`src/rtl/md_cart_pkg.sv`:
```
// Shared definitions for the cartridge bank mapper: register offsets,
// address split widths and the request FSM state encoding.
package md_cart_pkg;
  localparam logic [6:0] MAP_SRAM_REG  = 7'h78;
  localparam logic [6:0] MAP_BANK_BASE = 7'h79;
  localparam int SLOT_W       = 3;
  localparam int SLOT_WORDS_W = 18;

  typedef enum logic [1:0] {
    IDLE = 2'd0,
    REQ  = 2'd1,
    WAIT = 2'd2,
    HOLD = 2'd3
  } md_state_t;
endpackage

```
`src/rtl/md_cart_bankregs.sv`:
```
// Mapper register file written through the /TIME window, plus the
// combinational cart-address to memory-address translation.
module md_cart_bankregs
  import md_cart_pkg::*;
#(
  parameter int BANK_W  = 6,
  parameter bit SRAM_EN = 1'b1
) (
  input  logic                           clk_i,
  input  logic                           rst_i,
  input  logic [20:0]                    va_i,
  input  logic [BANK_W-1:0]              vd_i,
  input  logic                           time_n_i,
  input  logic                           lwr_n_i,
  output logic [BANK_W+SLOT_WORDS_W-1:0] map_addr_o,
  output logic                           map_sram_o
);
  // Slot 0 is hard-wired to bank 0, so only slots 1..7 have storage.
  logic [BANK_W-1:0] bank_q [7];
  logic              sram_on_q;
  logic              lwr_q;
  logic              reg_wr;
  logic [SLOT_W-1:0] slot;
  logic [BANK_W-1:0] bank_sel;

  assign reg_wr = ~time_n_i & lwr_q & ~lwr_n_i;

  always_ff @(posedge clk_i or posedge rst_i) begin
    if (rst_i) begin
      lwr_q     <= 1'b1;
      sram_on_q <= 1'b0;
      for (int i = 0; i < 7; i++) bank_q[i] <= BANK_W'(i + 1);
    end else begin
      lwr_q <= lwr_n_i;
      if (reg_wr) begin
        if (va_i[6:0] == MAP_SRAM_REG)
          sram_on_q <= vd_i[0] & SRAM_EN;
        else if (va_i[6:0] >= MAP_BANK_BASE)
          bank_q[va_i[2:0] - 3'd1] <= vd_i;
      end
    end
  end

  always_comb begin
    slot       = va_i[20:18];
    bank_sel   = (slot == '0) ? '0 : bank_q[slot - 3'd1];
    map_sram_o = sram_on_q & va_i[20];
    map_addr_o = map_sram_o ? {{BANK_W{1'b0}}, va_i[17:0]} : {bank_sel, va_i[17:0]};
  end
endmodule

```
`src/rtl/md_cart_mapper.sv`:
```
// 68k cart bus to word-wide memory bridge with bank mapping, optional SRAM
// window and a req/ack handshake bounded by a latency timeout.
module md_cart_mapper
  import md_cart_pkg::*;
#(
  parameter int BANK_W  = 6,
  parameter int TIMEOUT = 24,
  parameter bit SRAM_EN = 1'b1
) (
  input  logic                           MCLK,
  input  logic                           ext_reset,
  input  logic [22:0]                    VA,
  input  logic [15:0]                    VD_i,
  input  logic                           CE0,
  input  logic                           CAS0,
  input  logic                           LWR,
  input  logic                           UWR,
  input  logic                           TIME,
  output logic [15:0]                    cart_VD_o,
  output logic                           cart_VD_d,
  output logic                           mem_req,
  output logic                           mem_we,
  output logic [1:0]                     mem_be,
  output logic [BANK_W+SLOT_WORDS_W-1:0] mem_addr,
  output logic                           mem_sram,
  output logic [15:0]                    mem_wdata,
  input  logic                           mem_ack,
  input  logic [15:0]                    mem_rdata,
  output logic                           late_err,
  output logic [1:0]                     dbg_state_o
);
  localparam int AW    = BANK_W + SLOT_WORDS_W;
  localparam int CNT_W = $clog2(TIMEOUT + 1);
  localparam logic [CNT_W-1:0] CNT_LAST = CNT_W'(TIMEOUT - 1);

  // Handshake: mem_req rises when the FSM leaves REQ and stays high until the
  // cycle mem_ack is sampled in WAIT (or the timeout fires); mem_ack is a
  // single-cycle strobe qualifying mem_rdata and is ignored in any other state.

  logic [AW-1:0]    map_addr;
  logic             map_sram;
  logic             rd_sel, wr_sel, sel, start;
  logic             sel_q;
  md_state_t        state_q, state_d;
  logic [CNT_W-1:0] cnt_q, cnt_d;
  logic             pend_q, pend_d, drop_q, drop_d;
  logic             req_q, req_d, we_q, we_d, sram_q, sram_d;
  logic             vd_d_q, vd_d_d, late_q, late_d;
  logic [1:0]       be_q, be_d;
  logic [AW-1:0]    addr_q, addr_d;
  logic [15:0]      wdata_q, wdata_d, data_q, data_d, vd_o_q, vd_o_d;
  logic [1:0]       unused_va;

  assign unused_va = VA[22:21];

  md_cart_bankregs #(.BANK_W(BANK_W), .SRAM_EN(SRAM_EN)) u_bankregs (
    .clk_i      (MCLK),
    .rst_i      (ext_reset),
    .va_i       (VA[20:0]),
    .vd_i       (VD_i[BANK_W-1:0]),
    .time_n_i   (TIME),
    .lwr_n_i    (LWR),
    .map_addr_o (map_addr),
    .map_sram_o (map_sram)
  );

  assign rd_sel = ~CE0 & ~CAS0;
  assign wr_sel = ~CE0 & map_sram & ~(LWR & UWR);
  assign sel    = rd_sel | wr_sel;
  assign start  = sel & ~sel_q;

  always_comb begin
    state_d = state_q;
    cnt_d   = cnt_q;
    pend_d  = pend_q;
    drop_d  = drop_q;
    req_d   = req_q;
    we_d    = we_q;
    be_d    = be_q;
    addr_d  = addr_q;
    sram_d  = sram_q;
    wdata_d = wdata_q;
    data_d  = data_q;
    vd_o_d  = vd_o_q;
    vd_d_d  = 1'b1;
    late_d  = 1'b0;
    if (start && state_q != IDLE) pend_d = 1'b1;
    case (state_q)
      IDLE: begin
        pend_d = 1'b0;
        if (start || (pend_q && sel)) begin
          state_d = REQ;
          addr_d  = map_addr;
          sram_d  = map_sram;
          we_d    = ~rd_sel;
          be_d    = rd_sel ? 2'b11 : {~UWR, ~LWR};
          wdata_d = VD_i;
          drop_d  = 1'b0;
        end
      end
      REQ: begin
        req_d   = 1'b1;
        cnt_d   = '0;
        state_d = WAIT;
        if (!sel) drop_d = 1'b1;
      end
      WAIT: begin
        // A cycle abandoned by the 68k still finishes its handshake, but the
        // returned data must never reach the bus.
        if (!sel) drop_d = 1'b1;
        if (mem_ack) begin
          req_d   = 1'b0;
          state_d = HOLD;
          if (!we_q) data_d = mem_rdata;
        end else if (cnt_q == CNT_LAST) begin
          req_d   = 1'b0;
          data_d  = 16'hFFFF;
          late_d  = 1'b1;
          state_d = HOLD;
        end else begin
          cnt_d = cnt_q + 1'b1;
        end
      end
      HOLD: begin
        if (!sel || drop_q) begin
          state_d = IDLE;
        end else if (!we_q) begin
          vd_d_d = 1'b0;
          vd_o_d = data_q;
        end
      end
      default: state_d = IDLE;
    endcase
  end

  always_ff @(posedge MCLK or posedge ext_reset) begin
    if (ext_reset) begin
      sel_q   <= 1'b0;
      state_q <= IDLE;
      cnt_q   <= '0;
      pend_q  <= 1'b0;
      drop_q  <= 1'b0;
      req_q   <= 1'b0;
      we_q    <= 1'b0;
      be_q    <= 2'b00;
      addr_q  <= '0;
      sram_q  <= 1'b0;
      wdata_q <= 16'h0000;
      data_q  <= 16'hFFFF;
      vd_o_q  <= 16'hFFFF;
      vd_d_q  <= 1'b1;
      late_q  <= 1'b0;
    end else begin
      sel_q   <= sel;
      state_q <= state_d;
      cnt_q   <= cnt_d;
      pend_q  <= pend_d;
      drop_q  <= drop_d;
      req_q   <= req_d;
      we_q    <= we_d;
      be_q    <= be_d;
      addr_q  <= addr_d;
      sram_q  <= sram_d;
      wdata_q <= wdata_d;
      data_q  <= data_d;
      vd_o_q  <= vd_o_d;
      vd_d_q  <= vd_d_d;
      late_q  <= late_d;
    end
  end

  assign mem_req     = req_q;
  assign mem_we      = we_q;
  assign mem_be      = be_q;
  assign mem_addr    = addr_q;
  assign mem_sram    = sram_q;
  assign mem_wdata   = wdata_q;
  assign cart_VD_o   = vd_o_q;
  assign cart_VD_d   = vd_d_q;
  assign late_err    = late_q;
  assign dbg_state_o = state_q;
endmodule

```
`config.mk`:
```
export PLATFORM = sky130hd
export DESIGN_NAME = md_cart_mapper
export DESIGN_NICKNAME = d
export VERILOG_FILES = /design/src/rtl/md_cart_pkg.sv /design/src/rtl/md_cart_bankregs.sv /design/src/rtl/md_cart_mapper.sv
export SDC_FILE = /design/constraint.sdc
export NUM_CORES = 1
export LEC_CHECK = 0
export BUFFER_PORTS_ARGS = -buffer_cell sky130_fd_sc_hd__buf_2
export CAP_MARGIN = 15
export CORE_UTILIZATION = 29
export CTS_CLUSTER_SIZE = 40
export DETAILED_ROUTE_END_ITERATION = 8
export MAX_ROUTING_LAYER = met4
export PLACE_DENSITY = 0.46
export SLEW_MARGIN = 20
export SYNTH_ARGS = -nofsm -noshare
export SYNTH_HDL_FRONTEND = slang
export SYNTH_SLANG_ARGS = --single-unit
export TNS_END_PERCENT = 5
```
`constraint.sdc`:
```
create_clock -name MCLK -period 7.9 [get_ports MCLK]
set_clock_uncertainty 0.15 [all_clocks]
set_input_delay 1.58 -clock MCLK [delete_from_list [all_inputs] [get_ports MCLK]]
set_output_delay 1.58 -clock MCLK [all_outputs]
set_load 0.005 [all_outputs]
```
After elaboration in Yosys (flattened, before gate mapping)
Index checks and enable logic that the tools add are counted. Widths: inputs -> output; s select.

Logic and storage cells: 122. Register bits after elaboration: 133. Input port bits: 63. Output and inout port bits: 65.

Magnitude comparators: 4. Bitwise logic cells: 22. Mux-type cells: 34. Equal/unequal tests: 12. Reductions and logical operators: 23. $add $sub $neg: 3.

Operators with widths (number): $mux 16 (3); $bwmux 42 (1); $mux 24 (1); $mux 6 (4); $bmux 6 s3 (1); $demux 6 s3 (1); $reduce_and 3->1 (6); $mux 1 (12); $ne 2x2->1 const B (6); $not 1->1 (11); $mux 2 (5); $mux 5 (2); $pmux 5 s2 (1); $reduce_bool 2->1 (5); $and 1x1->1 (8); $ge 4x4->1 const B (2); $not 3->4 (2); $pmux 2 s4 (1); $eq 7x7->1 const B (1); $ge 7x7->1 const B (1); $reduce_and 2->1 (3); $sub 3x1->3 const B (2); $add 5x1->5 const B (1); $eq 5x5->1 const B (1); 12 further kinds (17).

Longest topological paths before layout
Gate-level depths: netlist of the first run.

Depth after elaboration: 8. Mapped depth: 9. Gate-level depth less buffers: 6.

By module
From an unflattened synthesis of the first run, not the netlist that was laid out.

Cells, all modules: 444. Area, all modules: 6084.6 sq um.

Modules (own cells, without submodules): md_cart_mapper (area each 3733.6 sq um, cells an instance 270, sequential area each 2268.4 sq um, instances 1); md_cart_bankregs (area each 2351.0 sq um, cells an instance 174, sequential area each 1117.3 sq um, instances 1).

Least setup slack after synthesis of the first run
No wires, ideal clock.

Path kind: in2reg. Start point: input port VA[18]. End point: register addr_q[18], in the netlist mem_addr[18]. Path slack: 4062 ps. Arrival: 3567 ps. Stages on the path: 9. Setup time: 121 ps. Path buffers: 3. Data required time: 7629 ps. Path through: clkbuf_1 > buf_2 > inv_1 > ha_1 > buf_1 > mux2_2 > a22oi_1 > o21ai_0 > a22o_1.

Word-level cells in the longest chain between the ends: 7. Elaborated cells between the ends (all ways): 8. Those cells by class: 1 x add/sub; 5 x mux; 1 x bitwise; 1 x reduce/logical.

RTL lines: from (decl) (line md_cart_mapper.sv:12) `input logic [22:0] VA,`; $sub 3x1->3 (line md_cart_bankregs.sv:46) `bank_sel = (slot == '0) ? '0 : bank_q[slot - 3'd1];`; $not 3->4 (not written as such) (line md_cart_bankregs.sv:46); $bmux 6 s3 (line md_cart_bankregs.sv:46); $mux 6 (not written as such) (2 in series) (line md_cart_bankregs.sv:46); $mux 6 (*) (line md_cart_bankregs.sv:46); $mux 24 (*) (line md_cart_bankregs.sv:48) `map_addr_o = map_sram_o ? {{BANK_W{1'b0}}, va_i[17:0]} : {bank_sel, va_i[17:0]};`; to (signal assigned) (line md_cart_mapper.sv:162) `addr_q <= addr_d;`; to (decl) (line md_cart_mapper.sv:50) `logic [AW-1:0] addr_q, addr_d;`.

Every way passes the cells marked *; elsewhere a longest branch is shown, timed or not. The select of a mux whose other input is x is not followed. A chain may end at the register's enable or synchronous reset.

Final worst setup path of the first run
Start point: input port VA[18]. End point: register addr_q[19], in the netlist mem_addr[19].

The elaborated chain is that of the path after synthesis.

==> results of run 1 <==
-- cell families after synthesis --
family	share of synthesized area (%)
xor gates and xnor gates	0.290
DFF	56.1
muxes	22.8
buffers and inverters	3.82
AOI/OAI and AO/OA	8.28
and+or+nand+nor	6.66
adders and majority gates	2.07
-- worst max-delay path, stage by stage --
cell and delay [ns]:
sky130_fd_sc_hd__buf_2 0.34, sky130_fd_sc_hd__inv_1 0.09, sky130_fd_sc_hd__ha_1 0.70, sky130_fd_sc_hd__nor2b_1 0.51, sky130_fd_sc_hd__a22oi_1 0.16, sky130_fd_sc_hd__o21ai_0 0.23, sky130_fd_sc_hd__a22o_1 0.16
-- final timing paths --
kind                                start            end  slack (ns)  cells past startpoint
min                          mem_addr[13]   mem_addr[13]        0.35                      1
max reg2reg                dbg_state_o[1]   mem_wdata[4]        5.37                      5
max                                VA[18]   mem_addr[19]        4.31                      7
max in group asynchronous       ext_reset   mem_addr[16]        5.27                      3
min in group asynchronous       ext_reset  mem_wdata[15]        1.17                      2
min reg2reg                  mem_addr[13]   mem_addr[13]        0.35                      1
-- synth_stat cells, drive strengths merged (5+ instances only) --
master | count | area share, %
mux2 | 103 | 20
dfrtp | 87 | 36
dfstp | 46 | 20
inv | 29 | 1.8
a21oi | 20 | 1.7
a41oi | 16 | 2.3
nand2 | 16 | 1.0
buf | 12 | 1.4
o21ai | 12 | 1.0
clkbuf | 10 | 0.62
ha | 10 | 2.1
nand3 | 8 | 0.66
a22o | 6 | 0.87
a22oi | 6 | 0.75
mux4 | 6 | 2.2
nand2b | 5 | 0.64
nor2 | 5 | 0.31
nor3 | 5 | 1.2
-- flip-flops by register name, summed over array words and instances, names as in the netlist --
register              count
drop_q                    1
mem_be                    2
u_bankregs.sram_on_q      1
sel_q                     1
pend_q                    1
data_q                   16
u_bankregs.lwr_q          1
dbg_state_o               2
mem_wdata                16
mem_sram                  1
late_err                  1
cnt_q                     5
mem_req                   1
mem_we                    1
u_bankregs.bank_q        42
mem_addr                 24
cart_VD_o                16
cart_VD_d                 1
-- cell usage in the layout (no fill, tap or decap), types with 10 or more instances in the layout --
master                      netlist  final
sky130_fd_sc_hd__mux2_4          18     18
sky130_fd_sc_hd__a41oi_1         16     16
sky130_fd_sc_hd__o21ai_0         10     10
sky130_fd_sc_hd__dfrtp_1         87     87
sky130_fd_sc_hd__ha_1            10     10
sky130_fd_sc_hd__clkbuf_16        0     19
sky130_fd_sc_hd__nand2_1         16     15
sky130_fd_sc_hd__dfstp_2         46     46
sky130_fd_sc_hd__a21oi_1         20     20
sky130_fd_sc_hd__inv_1           29     28
sky130_fd_sc_hd__buf_2            7    125
sky130_fd_sc_hd__mux2_2          85     85
-- through the flow --
stage               worst slack [ns]  utilization [%]  hold slack [ns]  total power, mW
floorplan                       2.69                -            0.313             1.36
detailed placement              3.87             34.1            0.333             1.60
global placement                3.90             34.1            0.317             1.58
finish                          4.31             37.1            0.348             2.38
CTS                             4.30             37.1            0.346             2.43
global route                    4.13             37.1            0.370             2.53
-- power by group --
group,internal [mW],switching [mW],leakage (nW)
clock,0.481,0.321,0.305
combinational,0.293,0.270,1.67
sequential,0.917,0.101,1.60
total,1.69,0.692,3.58
-- layer usage --
metal | vias to the layer above | routed length (um) | part of all wire (%)
met4 | 0 | 70 | 0.54
met3 | 5 | 444 | 3.4
met1 | 1962 | 6150 | 47
met2 | 82 | 6390 | 49
li1 | 1837 | - | -
met5 | - | 0 | 0
-- cell type report --
type                            instances  area (um2)  area share, %
Clock buffer                           19         475           6.31
Clock inverter                         13         134           1.78
Inverter                               29         114           1.51
Multi-Input combinational cell        254        2430           32.2
Sequential cell                       133        3390           45.0
Tap cell                              270         338           4.49
Timing Repair Buffer                  129         656           8.71
==> metrics.txt, run 1 <==
# TYPE chip_impl_metric gauge
chip_impl_metric{name="tns",unit="ns"} 0
chip_impl_metric{name="final-max-slew-violation-count",unit=""} 0
chip_impl_metric{name="post_synth_inst_count",unit=""} 438
chip_impl_metric{name="placementRows",unit=""} 52
chip_impl_metric{name="grtUsageMet3",unit="%"} 3.66
chip_impl_metric{name="insertion_delay",unit="ns"} 0.41
chip_impl_metric{name="cts_max_level",unit=""} 4
chip_impl_metric{name="starting_density_of_the_core",unit="%"} 29.7
chip_impl_metric{name="drt_wl_total",unit="um"} 13100
chip_impl_info{name="setup_repair_after_global_routing_missed_its_margin",value="no"} 1
chip_impl_info{name="cts.root.buffer_cell",value="sky130_fd_sc_hd__clkbuf_16"} 1
chip_impl_metric{name="critPathRequiredTime",unit="ns"} 8.10
chip_impl_metric{name="cts_inserted_buffers",unit=""} 17
chip_impl_metric{name="synth.cell_area",unit="um2"} 6030
chip_impl_info{name="timing_worst_setup_path_type",value="in2reg"} 1
chip_impl_metric{name="average_via_count_per_standard_cell",unit=""} 4.59
chip_impl_metric{name="cts_hold_repair.buffers",unit=""} 0
chip_impl_metric{name="tritoncts_num_sinks",unit=""} 133
chip_impl_info{name="hold_class",value="reg2reg"} 1
chip_impl_metric{name="placement.cell_area",unit="um2"} 6920
chip_impl_metric{name="cts_setup_buffers",unit=""} 0
chip_impl_info{name="timing.critical_path.to_type",value="flop"} 1
chip_impl_metric{name="final_gp_congestion",unit=""} 0.764
chip_impl_info{name="clock_tree_from_tritoncts",value="done"} 1
chip_impl_metric{name="fin_crit_sh",unit="%"} 45.4
chip_impl_metric{name="setup_viol",unit=""} 0
chip_impl_metric{name="grt_antenna_before_repair",unit=""} 0
chip_impl_metric{name="final_area",unit="um2"} 7530
chip_impl_info{name="run_status",value="finished clean"} 1
chip_impl_metric{name="syn_to_final_growth",unit="%"} 24.8
chip_impl_metric{name="max_slew_margin",unit="%"} 50.2
chip_impl_metric{name="synth.ff_latch_count",unit=""} 133
chip_impl_metric{name="synth_nets",unit=""} 511
chip_impl_metric{name="critPathArrivalTime",unit="ns"} 3.78
chip_impl_metric{name="drc",unit=""} 0
chip_impl_metric{name="routed-via-count",unit=""} 3886
chip_impl_metric{name="use_met2",unit="%"} 21.3
chip_impl_metric{name="detail_route.iter0.violations",unit=""} 180
chip_impl_metric{name="synth_enable_flop_cells",unit=""} 0
chip_impl_metric{name="groute.usage.overall",unit="%"} 13.3
chip_impl_info{name="postSynth.topFlopCell",value="sky130_fd_sc_hd__dfrtp_1"} 1
chip_impl_metric{name="clock_path_buffers",unit=""} 2
chip_impl_metric{name="numPlacedInstances",unit=""} 815
chip_impl_metric{name="peakVddDrop",unit="uV"} 157
chip_impl_info{name="critPathLaunchType",value="primary input"} 1
chip_impl_metric{name="avgSynthCellArea",unit="um2"} 13.8
chip_impl_metric{name="synth_seq_area_share",unit="%"} 56.1
chip_impl_metric{name="cts_resized",unit=""} 0
chip_impl_metric{name="synth-warning-count",unit=""} 0
chip_impl_metric{name="wire_per_inst",unit="um"} 15.4
chip_impl_metric{name="die-width",unit="um"} 146
chip_impl_metric{name="timing.max_cap.violations",unit=""} 0
chip_impl_metric{name="antennaDiodeCount",unit=""} 0
chip_impl_metric{name="num-fill-cells",unit=""} 1975
chip_impl_metric{name="largest_fanout_on_the_critical_path",unit=""} 14
chip_impl_metric{name="fp.coreArea",unit="um2"} 20300
chip_impl_metric{name="nNetsFinal",unit=""} 637
chip_impl_metric{name="power_per_cell_area",unit="nW/um2"} 316
chip_impl_metric{name="met1_usage",unit="%"} 16.6
chip_impl_metric{name="max_slew.worst_pin.slew",unit="ns"} 0.748
chip_impl_metric{name="num_io_pins",unit=""} 128
chip_impl_metric{name="timing.final.crit_period",unit="ns"} 3.59
chip_impl_metric{name="hold_viol_final",unit=""} 0
chip_impl_metric{name="fmax",unit="GHz"} 0.279
chip_impl_metric{name="cellLeakagePower",unit="nW"} 3.58
chip_impl_metric{name="global_route_wire_length_before_repair",unit="um"} 21700
chip_impl_metric{name="grt_overflow_total",unit=""} 0
chip_impl_metric{name="antenna_left",unit=""} 0
chip_impl_metric{name="die-area",unit="um2"} 21400
chip_impl_metric{name="grt_start_max_net_pins",unit=""} 86
chip_impl_metric{name="drt-pass1-iter-count",unit=""} 4
chip_impl_metric{name="place.detailed.hpwl",unit="um"} 8980
chip_impl_metric{name="first_global_vias",unit=""} 4128
chip_impl_metric{name="die_h",unit="um"} 146
chip_impl_info{name="top_usage_layer",value="met2"} 1
chip_impl_metric{name="yosys.cell_types.count",unit=""} 49
chip_impl_metric{name="drive_above_1_share",unit="%"} 57.0
chip_impl_metric{name="fin_cells",unit=""} 847
chip_impl_metric{name="clk_pin_slew",unit="ns"} 0.06
chip_impl_metric{name="synth_async_reset_ratio",unit="%"} 100
chip_impl_metric{name="place.port_buffers",unit=""} 125
(Power assumes the default switching activity.)
==> inputs of run 2 (changes only) <==
--- a/config.mk
+++ b/config.mk
@@ -5,6 +5,7 @@
 export SDC_FILE = /design/constraint.sdc
 export NUM_CORES = 1
 export LEC_CHECK = 0
+export ABC_AREA = 1
 export BUFFER_PORTS_ARGS = -buffer_cell sky130_fd_sc_hd__buf_2
 export CAP_MARGIN = 15
 export CORE_UTILIZATION = 29
==> constraint.sdc (replaced) <==
create_clock -name MCLK -period 3.7 [get_ports MCLK]
set_clock_uncertainty 0.15 [all_clocks]
set_input_delay 0.74 -clock MCLK [delete_from_list [all_inputs] [get_ports MCLK]]
set_output_delay 0.74 -clock MCLK [all_outputs]
set_load 0.005 [all_outputs]
==> metrics.txt, run 2 <==
# TYPE chip_impl_metric gauge
chip_impl_metric{name="num-fill-cells",unit=""} 2156
chip_impl_metric{name="max_slew.worst_pin.slew",unit="ns"} 0.814
chip_impl_metric{name="timing.critical_path.slowest_cell_delay",unit="ns"} 0.49
chip_impl_metric{name="synth_area_in_simple_gates",unit="%"} 27.5
chip_impl_metric{name="clock_path_buffers",unit=""} 2
chip_impl_info{name="hold_class",value="in2reg"} 1
chip_impl_metric{name="die-area",unit="um2"} 21100
chip_impl_metric{name="first_global_vias",unit=""} 4832
chip_impl_metric{name="synth_nets",unit=""} 792
chip_impl_metric{name="average_via_count_per_standard_cell",unit=""} 4.34
chip_impl_metric{name="fin_crit_sh",unit="%"} 66.0
chip_impl_metric{name="sw_frac_of_total",unit="%"} 30.7
chip_impl_info{name="cp_top_family",value="simple AND/OR/NAND/NOR gates"} 1
chip_impl_metric{name="fp.coreArea",unit="um2"} 20200
chip_impl_metric{name="whs_path_depth",unit=""} 1
chip_impl_metric{name="critPathArrivalTime",unit="ns"} 2.64
chip_impl_metric{name="wl_met1",unit="um"} 7220
chip_impl_metric{name="yosys.cell_types.count",unit=""} 27
chip_impl_metric{name="yosys.area_share.adder",unit="%"} 2.10
chip_impl_metric{name="synth_top_area_share",unit="%"} 36.5
chip_impl_metric{name="peakVddDrop",unit="uV"} 268
chip_impl_info{name="clock_tree_from_tritoncts",value="done"} 1
chip_impl_metric{name="groute.usage.overall",unit="%"} 16.5
chip_impl_metric{name="reg2reg_depth",unit=""} 7
chip_impl_info{name="worst_setup_path_startpoint",value="VA[18]"} 1
chip_impl_metric{name="drt_wl_total",unit="um"} 15700
chip_impl_metric{name="final_gp_congestion",unit=""} 0.756
chip_impl_metric{name="fmax",unit="GHz"} 0.409
chip_impl_metric{name="synthXorXnorAreaFrac",unit="%"} 0.566
chip_impl_metric{name="synth.ff_latch_count",unit=""} 133
chip_impl_info{name="postSynth.topFlopCell",value="sky130_fd_sc_hd__dfrtp_1"} 1
chip_impl_metric{name="die-width",unit="um"} 145
chip_impl_info{name="register_with_the_most_flip_flops",value="u_bankregs.bank_q"} 1
chip_impl_metric{name="cts_inserted_buffers",unit=""} 17
chip_impl_metric{name="met3WireLength",unit="um"} 523
chip_impl_info{name="worst_r2r_endpoint",value="u_bankregs.bank_q[38]"} 1
chip_impl_metric{name="cts_setup_buffers",unit=""} 0
chip_impl_metric{name="synth_async_reset_ratio",unit="%"} 100
chip_impl_metric{name="routed-via-count",unit=""} 4876
chip_impl_metric{name="grt_antenna_before_repair",unit=""} 0
chip_impl_metric{name="internal_power",unit="mW"} 3.60
chip_impl_info{name="run_status",value="finished clean"} 1
chip_impl_metric{name="place.detailed.hpwl",unit="um"} 10800
chip_impl_metric{name="clk_pin_slew",unit="ns"} 0.06
chip_impl_metric{name="num_io_pins",unit=""} 128
chip_impl_metric{name="met2WireLength",unit="um"} 7820
chip_impl_info{name="cts.root.buffer_cell",value="sky130_fd_sc_hd__clkbuf_16"} 1
chip_impl_metric{name="final_area",unit="um2"} 7500
chip_impl_info{name="synth.area.top_cells",value="sky130_fd_sc_hd__dfrtp_1, sky130_fd_sc_hd__dfstp_2, sky130_fd_sc_hd__nand2_1, sky130_fd_sc_hd__nand3_1, sky130_fd_sc_hd__o21ai_0"} 1
chip_impl_metric{name="syn_to_final_growth",unit="%"} 25.7
chip_impl_metric{name="drt-pass1-iter-count",unit=""} 5
chip_impl_metric{name="cts_hold_repair.buffers",unit=""} 0
chip_impl_metric{name="max_slew_margin",unit="%"} 45.6
chip_impl_metric{name="grt_start_max_net_pins",unit=""} 52
chip_impl_metric{name="largest_fanout_on_the_critical_path",unit=""} 19
chip_impl_metric{name="tns",unit="ns"} 0
chip_impl_metric{name="largest_register_ffs",unit=""} 42
chip_impl_info{name="dominant_cell_by_count_in_the_synthesized_netlist",value="sky130_fd_sc_hd__nand2_1"} 1
chip_impl_metric{name="insertion_delay",unit="ns"} 0.41
chip_impl_info{name="critPathLaunchType",value="primary input"} 1
chip_impl_metric{name="tritoncts_num_sinks",unit=""} 133
chip_impl_metric{name="detail_route.iter0.violations",unit=""} 302
chip_impl_info{name="synth_top_cell_by_area",value="sky130_fd_sc_hd__dfrtp_1"} 1
chip_impl_metric{name="cts_resized",unit=""} 0
chip_impl_metric{name="muxShareOfSynthArea",unit="%"} 0
chip_impl_metric{name="synth-warning-count",unit=""} 0
chip_impl_info{name="top_layer_used",value="met4"} 1
chip_impl_metric{name="power_per_cell_area",unit="nW/um2"} 694
chip_impl_metric{name="timing.hold.ws",unit="ns"} 0.312
chip_impl_metric{name="critical_path_buf_inv_count",unit=""} 2
chip_impl_metric{name="critPathRequiredTime",unit="ns"} 3.90
chip_impl_metric{name="final-max-slew-violation-count",unit=""} 0
chip_impl_metric{name="power_frac_clock",unit="%"} 33.1
chip_impl_metric{name="grt_overflow_total",unit=""} 0
chip_impl_metric{name="reg2reg_setup_slack",unit="ns"} 1.58
chip_impl_metric{name="setup_viol",unit=""} 0
chip_impl_metric{name="avgSynthCellArea",unit="um2"} 8.30
chip_impl_metric{name="cts_max_level",unit=""} 4
chip_impl_info{name="synth_top_family_by_area",value="simple AND/OR/NAND/NOR gates"} 1
chip_impl_metric{name="timing.final.crit_period",unit="ns"} 2.44
chip_impl_info{name="timing_worst_setup_path_type",value="in2reg"} 1
chip_impl_metric{name="synth.cell_area",unit="um2"} 5970
chip_impl_metric{name="placementRows",unit=""} 52
chip_impl_info{name="layout_commonest_cell",value="sky130_fd_sc_hd__nand2_1"} 1
chip_impl_info{name="path_cells",value="buf_2, inv_1, ha_1, nor2_1, a21oi_1, a21boi_0, nand3_1, nand2_1"} 1
chip_impl_metric{name="die_h",unit="um"} 145
chip_impl_info{name="mostFrequentLayoutCells",value="sky130_fd_sc_hd__nand2_1, sky130_fd_sc_hd__buf_2, sky130_fd_sc_hd__dfrtp_1"} 1
chip_impl_info{name="min_delay_worst_endpoint",value="u_bankregs.lwr_q"} 1
chip_impl_metric{name="synth_enable_flop_cells",unit=""} 0
chip_impl_metric{name="starting_density_of_the_core",unit="%"} 29.6
chip_impl_metric{name="place.port_buffers",unit=""} 125
chip_impl_metric{name="drive_above_1_share",unit="%"} 26.1
chip_impl_metric{name="global_route_wire_length_before_repair",unit="um"} 26200
chip_impl_metric{name="post_synth_inst_count",unit=""} 719
chip_impl_info{name="timing.hold.worst.start",value="LWR"} 1
chip_impl_metric{name="timing.max_cap.violations",unit=""} 0
chip_impl_info{name="synthTopCellsByCount",value="sky130_fd_sc_hd__nand2_1, sky130_fd_sc_hd__dfrtp_1, sky130_fd_sc_hd__nand3_1, sky130_fd_sc_hd__o21ai_0"} 1
chip_impl_info{name="worst_path_max_delay_cell",value="sky130_fd_sc_hd__ha_1"} 1
chip_impl_metric{name="seqPwrFrac",unit="%"} 43.2
chip_impl_metric{name="antenna_left",unit=""} 0
chip_impl_metric{name="drc",unit=""} 0
chip_impl_metric{name="relative_contribution_of_combinational_cells_to_total_power",unit="%"} 23.7
chip_impl_metric{name="cellLeakagePower",unit="nW"} 3.91
chip_impl_metric{name="nNetsFinal",unit=""} 913
chip_impl_metric{name="wire_per_inst",unit="um"} 14.0
chip_impl_info{name="setup_repair_after_global_routing_missed_its_margin",value="no"} 1
chip_impl_info{name="timing.critical_path.to_type",value="flop"} 1
chip_impl_metric{name="placement.cell_area",unit="um2"} 6890
chip_impl_info{name="r2r-start",value="u_bankregs.lwr_q"} 1
chip_impl_metric{name="switching_power",unit="mW"} 1.60
chip_impl_metric{name="worst-path-stages",unit=""} 8
chip_impl_metric{name="hold_viol_final",unit=""} 0
chip_impl_metric{name="synth_seq_area_share",unit="%"} 56.8
chip_impl_metric{name="synth-compound-area-share",unit="%"} 7.13
run 2: cell count changes in the layout (fill, tap and decap cells not counted), sizes merged, moves of 21 or more:
cell and change:
mux2 -103, o21ai +45, inv +21, nand2 +270, nor2 +44, nand3 +59
run 2: metal layers:
| layer | up-vias | GRT usage (%) |
|---|---|---|
| met5 | - | - |
| met1 | 2275 | 20.6 |
| met4 | 0 | 4.53 |
| li1 | 2506 | - |
| met3 | 8 | 3.89 |
| met2 | 87 | 26.9 |
run 2: cells by family (layout without fill, tap and decap cells):
| kind of cell | after synthesis | in the layout |
|---|---|---|
| AOI/OAI and AO/OA | 79 | 79 |
| adders and majority gates | 10 | 10 |
| and+or+nand+nor | 408 | 408 |
| other | 0 | 1 |
| DFF | 133 | 133 |
| xor gates and xnor gates | 3 | 3 |
| buffers and inverters | 86 | 220 |
run 2: power by group through the flow:
stage,sequential [mW],combinational (mW),clock [mW]
2_1_floorplan,2.29,0.672,0
4_1_cts,2.25,1.27,1.77
6_report,2.25,1.23,1.72
5_1_grt,2.31,1.44,1.82
3_5_place_dp,2.27,1.27,0
3_3_place_gp,2.27,1.26,0
run 2: layout make-up:
class	count	area (um2)	area share [%]
Antenna cell	1	2.50	0.0334
Clock buffer	19	464	6.19
Clock inverter	13	141	1.89
Inverter	52	199	2.65
Multi-Input combinational cell	500	2230	29.8
Sequential cell	133	3390	45.2
Tap cell	270	338	4.51
Timing Repair Buffer	136	733	9.78
run 2: per-stage QoR:
| stage | power [mW] | setup WS (ns) | utilization (%) | cells |
|---|---|---|---|---|
| after floorplan | 2.96 | 1.09 | - | 719 |
| after global placement | 3.52 | 0.841 | 34.2 | 1091 |
| after detailed placement | 3.54 | 0.821 | 34.2 | 1091 |
| after CTS | 5.29 | 1.29 | 37.2 | 1123 |
| after global routing | 5.57 | 1.01 | 37.2 | 1123 |
| final | 5.20 | 1.26 | 37.2 | 1124 |
run 2: how the worst max path moves through the flow:
stage,endpoint,slack (ns)
3_3_place_gp,mem_addr[18],0.84
3_5_place_dp,mem_addr[18],0.82
2_1_floorplan,mem_addr[23],1.09
4_1_cts,mem_addr[18],1.29
6_report,mem_addr[18],1.26
5_1_grt,mem_addr[20],1.01
